$ cat src/rtl/spi_bus_arbiter_pkg.sv
// Shared definitions for the SPI bus arbiter: FSM state encoding and a
// constant-function log2 helper used to size index ports.
package spi_bus_arbiter_pkg;

    typedef enum logic [1:0] {
        ARB_IDLE  = 2'd0,
        ARB_GRANT = 2'd1,
        ARB_GAP   = 2'd2
    } arb_state_t;

    function automatic int clog2(input int n);
        int r;
        r = 0;
        for (int i = 0; i < 31; i++) begin
            if ((1 << i) < n) r = i + 1;
        end
        return r;
    endfunction

endpackage

$ cat src/rtl/spi_bus_arbiter_rr_pick.sv
// Combinational round-robin picker: first eligible (req & ~mask) bit found
// searching upward from ptr, wrapping modulo N.
module rr_pick
    import spi_bus_arbiter_pkg::*;
#(
    parameter int N  = 3,
    parameter int IW = clog2(N)
) (
    input  logic [N-1:0]  req,
    input  logic [N-1:0]  mask,
    input  logic [IW-1:0] ptr,
    output logic [IW-1:0] idx,
    output logic          valid
);

    logic [IW-1:0] cand;

    // Walk offsets from the far end so the nearest eligible offset wins last.
    always_comb begin
        idx   = '0;
        valid = 1'b0;
        cand  = '0;
        for (int k = N - 1; k >= 0; k--) begin
            cand = IW'((int'(ptr) + k) % N);
            if (req[cand] && !mask[cand]) begin
                idx   = cand;
                valid = 1'b1;
            end
        end
    end

endmodule

$ cat src/rtl/spi_bus_arbiter.sv
// Shares one SPI bus between N_REQ engines: round-robin grants, a guard gap
// of all-high chip selects between holders, and a hold-time watchdog.
module spi_bus_arbiter
    import spi_bus_arbiter_pkg::*;
#(
    parameter int N_REQ      = 3,
    parameter bit CPOL       = 1'b0,
    parameter int GAP_CYCLES = 4,
    parameter int MAX_HOLD   = 65535,
    localparam int IW        = clog2(N_REQ)
) (
    input  logic             sys_clk,
    input  logic             n_rst,
    input  logic [N_REQ-1:0] req,
    output logic [N_REQ-1:0] gnt,
    output logic [IW-1:0]    gnt_idx,
    output logic             busy,
    input  logic [N_REQ-1:0] eng_sclk,
    input  logic [N_REQ-1:0] eng_mosi,
    input  logic [N_REQ-1:0] eng_n_cs,
    output logic [N_REQ-1:0] eng_miso,
    output logic             sclk,
    output logic             mosi,
    input  logic             miso,
    output logic [N_REQ-1:0] n_cs_bus,
    output logic             timeout_err,
    output arb_state_t       dbg_state
);

    localparam logic [15:0] HOLD_LAST = 16'(MAX_HOLD - 1);
    localparam logic [7:0]  GAP_LAST  = 8'(GAP_CYCLES - 1);

    arb_state_t       state_q, state_d;
    logic [IW-1:0]    idx_q, ptr_q, pick_idx, next_ptr;
    logic             pick_valid;
    logic [N_REQ-1:0] mask_q, holder_oh;
    logic [15:0]      hold_q;
    logic [7:0]       gap_q;
    logic             tout_q, sclk_q, mosi_q;
    logic [N_REQ-1:0] ncs_q;
    logic             grant_start, release_go, watchdog;

    rr_pick #(.N(N_REQ), .IW(IW)) u_pick (
        .req   (req),
        .mask  (mask_q),
        .ptr   (ptr_q),
        .idx   (pick_idx),
        .valid (pick_valid)
    );

    assign holder_oh = N_REQ'(1) << idx_q;
    assign next_ptr  = (idx_q == IW'(N_REQ - 1)) ? '0 : idx_q + 1'b1;

    always_ff @(posedge sys_clk or negedge n_rst) begin
        if (!n_rst) state_q <= ARB_IDLE;
        else        state_q <= state_d;
    end

    // A holder dropping req wins over the watchdog in the same cycle.
    always_comb begin
        state_d     = state_q;
        grant_start = 1'b0;
        release_go  = 1'b0;
        watchdog    = 1'b0;
        case (state_q)
            ARB_IDLE: begin
                if (pick_valid) begin
                    state_d     = ARB_GRANT;
                    grant_start = 1'b1;
                end
            end
            ARB_GRANT: begin
                if (!req[idx_q]) begin
                    state_d    = ARB_GAP;
                    release_go = 1'b1;
                end else if (hold_q == HOLD_LAST) begin
                    state_d    = ARB_GAP;
                    release_go = 1'b1;
                    watchdog   = 1'b1;
                end
            end
            ARB_GAP: begin
                if (gap_q == GAP_LAST) state_d = ARB_IDLE;
            end
            default: state_d = ARB_IDLE;
        endcase
    end

    always_ff @(posedge sys_clk or negedge n_rst) begin
        if (!n_rst) begin
            idx_q  <= '0;
            ptr_q  <= '0;
            mask_q <= '0;
            hold_q <= '0;
            gap_q  <= '0;
            tout_q <= 1'b0;
            sclk_q <= CPOL;
            mosi_q <= 1'b0;
            ncs_q  <= '1;
        end else begin
            tout_q <= watchdog;
            // A timed-out engine stays masked until its req drops once.
            mask_q <= (mask_q & req) | (watchdog ? holder_oh : '0);
            if (grant_start) begin
                idx_q  <= pick_idx;
                hold_q <= '0;
            end else if (state_q == ARB_GRANT) begin
                hold_q <= hold_q + 16'd1;
            end
            if (release_go) begin
                ptr_q <= next_ptr;
                gap_q <= '0;
            end else if (state_q == ARB_GAP) begin
                gap_q <= gap_q + 8'd1;
            end
            if (state_q == ARB_GRANT) begin
                sclk_q <= eng_sclk[idx_q];
                mosi_q <= eng_mosi[idx_q];
                ncs_q  <= ~holder_oh | eng_n_cs;
            end else begin
                sclk_q <= CPOL;
                mosi_q <= 1'b0;
                ncs_q  <= '1;
            end
        end
    end

    assign gnt         = (state_q == ARB_GRANT) ? holder_oh : '0;
    assign gnt_idx     = idx_q;
    assign busy        = (state_q != ARB_IDLE);
    assign eng_miso    = (state_q == ARB_GRANT) ? (holder_oh & {N_REQ{miso}}) : '0;
    assign sclk        = sclk_q;
    assign mosi        = mosi_q;
    assign n_cs_bus    = ncs_q;
    assign timeout_err = tout_q;
    assign dbg_state   = state_q;

endmodule

$ cat config.mk
export PLATFORM = sky130hd
export DESIGN_NAME = spi_bus_arbiter
export DESIGN_NICKNAME = d
export VERILOG_FILES = /design/src/rtl/spi_bus_arbiter_pkg.sv /design/src/rtl/spi_bus_arbiter_rr_pick.sv /design/src/rtl/spi_bus_arbiter.sv
export SDC_FILE = /design/constraint.sdc
export NUM_CORES = 1
export LEC_CHECK = 0
export CORE_MARGIN = 4
export CORE_UTILIZATION = 55
export CTS_CLUSTER_DIAMETER = 60
export DETAILED_ROUTE_END_ITERATION = 8
export PLACE_DENSITY = 0.8
export SYNTH_ARGS = -nofsm -noshare
export SYNTH_HDL_FRONTEND = slang
export SYNTH_SLANG_ARGS = --single-unit
$ cat constraint.sdc
create_clock -name sys_clk -period 3.74 [get_ports sys_clk]
set_input_delay 0.935 -clock sys_clk [delete_from_list [all_inputs] [get_ports sys_clk]]
set_output_delay 0.935 -clock sys_clk [all_outputs]
set_load 0.05 [all_outputs]
==> results.cfg <==
[timing]
fin_crit_sh_pct = 88.86
hold_violations = 0
drv_slew = 0
tns_ns = 0
max_slew_margin_pct = 43.18
tightest_slew_ns = 0.8523
fin_skew_ns = 0.005309
setup_viol = 0
max_freq_ghz = 0.3009
period_needed_ns = 3.323
grt_setup_unrepaired = false

[job]
maxCapViolCount = 0

[clocking]
cts_setup_buffers = 0
clock_path_buffers = 2
post_cts_resized = 0
cts_buffers = 5
cts_root_buf = clkbuf_8
cts_hold_buf = 0
htreeDepth = 2
clock_latency_ns = 0.29
cts_tree = yes
clk_pin_slew_ns = 0.08
cts_sinks = 39

[worst_setup_path]
r2r_slack_ns = 1.56
start_kind = input port
crit_type = input port to primary output
cp_data_arrival_time_ns = 2.39
critical-path-slowest-cell = clkdlybuf4s50_1
crit_chain = clkdlybuf4s50_1 > and3_1 > clkdlybuf4s50_1
critPathMaxStageDelay_ns = 0.80
critPathRequiredTime_ns = 2.80
worst-path-buf-inv = 2
cp_top_family = buffers and inverters
endpoint_kind = primary output
rr_endpoint = gnt_idx[1]
worstPathMaxFanout = 3
r2r-start = ptr_q[0]
crit_path_frequent_cell = clkdlybuf4s50_1
ff2ff_path_depth = 7

[outcome]
outcome = completed

[synth]
synth_fa_ha_area_share_pct = 3.857
synth_top_family_by_area = simple AND/OR/NAND/NOR gates
synth_compound_area_share_pct = 13.61
synth_common_cells = dfrtp_1 (36), nor2_1 (29), nand2_1 (17)
async_reset_ff_share_pct = 100.0
yosys-top-cells-area = dfrtp_1 (40%), nor2_1 (4.8%), ha_1 (3.9%)
synth_flop_cell = dfrtp_1
synth_xor_area_share_pct = 3.857
syn-instance-count = 237
netlist_area_um2 = 2271
yosysSeqAreaShare_pct = 43.14
syn-num-nets = 259
yosys_warnings = 0
yosys.area_share.simple_pct = 25.67
synth_cell_types = 50
yosys-mux-area-fraction_pct = 6.942
syn_area_per_cell_um2 = 9.582
ys_seq_elements = 39
synth_most_common_cell = dfrtp_1
synth.top_cell.area_share_pct = 39.67
yosys.area.top_type = dfrtp_1
synth_edf_count = 0

[route]
wl_per_cell_um = 15.07
antenna_left = 0
wirelength_met1_um = 2159
first_iter_violations = 97
dr_wl_met3_um = 290
wl_met2_um = 2288
drc_errors = 0
vias_per_cell = 5.822
wl_um = 4836
drt-pass1-iter-count = 4
vias = 1869
top_layer = met4

[finish]
syn_to_final_growth_pct = 20.61
drive_above_1_share_pct = 11.07
fillCellCount = 325
stdcell_count = 321
nets = 292
n_antenna_cell = 0

[power]
total_power_mw = 1.948
peakVddDrop_v = 0.0003204
power_density_nw_per_um2 = 711.3
p_leak_nw = 1.177

[worst_hold_path]
worstHoldStart = mask_q[1]
holdPathEnd = mask_q[1]
hold_depth = 2
hold_path.class = register to register

[floorplan]
io_pins = 32
initial_core_util_pct = 56.77
rows = 23
dieArea_um2 = 5221
chipWidth_um = 72.26
die_h_um = 72.26
core_area_um2 = 4000

[place]
gp_congestion = 0.8594
io_buffers = 31
dp_hpwl_um = 3521
placedCellCount = 313

[grt]
grt_max_degree = 40
antenna_found_initial = 0
grt_pass1_wl_um = 8169
grt_usage_pct = 20.03
grt_pass1_vias = 1789
grt_overflow_total = 0
## worst max-delay path by stage
| stage | to | start | depth (start not counted) | slack, ns |
|---|---|---|---|---|
| 5_1_grt | eng_miso[0] | miso | 3 | 0.37 |
| 3_5_place_dp | eng_miso[0] | miso | 3 | 0.42 |
| 3_3_place_gp | eng_miso[0] | miso | 3 | 0.46 |
| 2_1_floorplan | eng_miso[2] | dbg_state[0] | 4 | 0.41 |
| 6_report | eng_miso[1] | miso | 3 | 0.42 |
| 4_1_cts | eng_miso[0] | miso | 3 | 0.41 |
## through the flow
step | cell area, um2 | utilization, % | setup WS (ns) | hold WS, ns
6_report | 2739 | 68.47 | 0.4167 | 0.5321
3_3_place_gp | 2621 | 65.53 | 0.4633 | 0.4863
5_1_grt | 2739 | 68.47 | 0.3680 | 0.5546
4_1_cts | 2739 | 68.47 | 0.4137 | 0.5331
2_1_floorplan | 2271 | - | 0.4109 | 0.4566
3_5_place_dp | 2621 | 65.53 | 0.4175 | 0.5133
## cell usage in the layout, fill, tap and decap left out, types with 2 or more instances in the layout
master and n:
dfrtp_1 36, clkdlybuf4s50_1 30, nor2_1 29, nand2_1 17
nand2b_1 13, nand4_1 12, o21ai_0 10, inv_1 7
nand3_1 7, a22o_1 7, ha_1 7, nor3_1 6
mux2i_1 6, a21oi_1 6, xor2_1 6, mux2_2 6
clkbuf_8 6, and3_1 5, nor2b_1 4, xnor2_1 4
or3_1 3, o2bb2ai_1 3, dfstp_2 3, buf_4 3
o31ai_1 2, a31oi_1 2, o21ai_1 2, nand4bb_1 2
a21o_1 2, mux2_4 2
## layer usage
layer,track usage (%),up-vias
li1,-,917
met1,25.07,891
met2,33.37,50
met3,4.709,11
met4,7.933,0
met5,0,-
## where the power goes
part	internal (mW)	switching (mW)	leakage, nW	total, mW
registers	0.503	0.0935	0.519	0.596
logic	0.366	0.625	0.597	0.991
clock network	0.216	0.145	0.0612	0.361
total	1.08	0.864	1.18	1.95
## kinds of logic (layout without fill, tap and decap cells)
| logic type | after synthesis | after routing |
|---|---|---|
| AO/OA/AOI/OAI | 43 | 43 |
| XOR/XNOR | 10 | 10 |
| adder cells (fa/ha/maj) | 7 | 7 |
| buffers and inverters | 15 | 49 |
| flip-flops | 39 | 39 |
| multiplexers | 14 | 14 |
| AND/OR/NAND/NOR | 109 | 109 |
## final cells by class
| cell class | instances | area, um2 | area share, % |
|---|---|---|---|
| clock buffers | 6 | 82.58 | 3.015 |
| well taps | 50 | 62.56 | 2.284 |
| flip-flops and latches | 39 | 979.7 | 35.77 |
| inverters | 7 | 26.28 | 0.9593 |
| clock inverters | 2 | 35.03 | 1.279 |
| multi-input cells | 183 | 1225 | 44.72 |
| repair buffers | 34 | 327.8 | 11.97 |
## tightest hold or removal path, stage by stage (launching register included)
cell	delay, ns
dfrtp_1	0.38
nand2_1	0.06
o21ai_0	0.06
## registers in the layout, indices dropped and copies added (netlist names)
register and flops:
sclk 1, dbg_state 2, gnt_idx 2, hold_q 16, gap_q 8, timeout_err 1
mosi 1, n_cs_bus 3, mask_q 3, ptr_q 2
No activity file was read; power rests on OpenSTA's default activity.
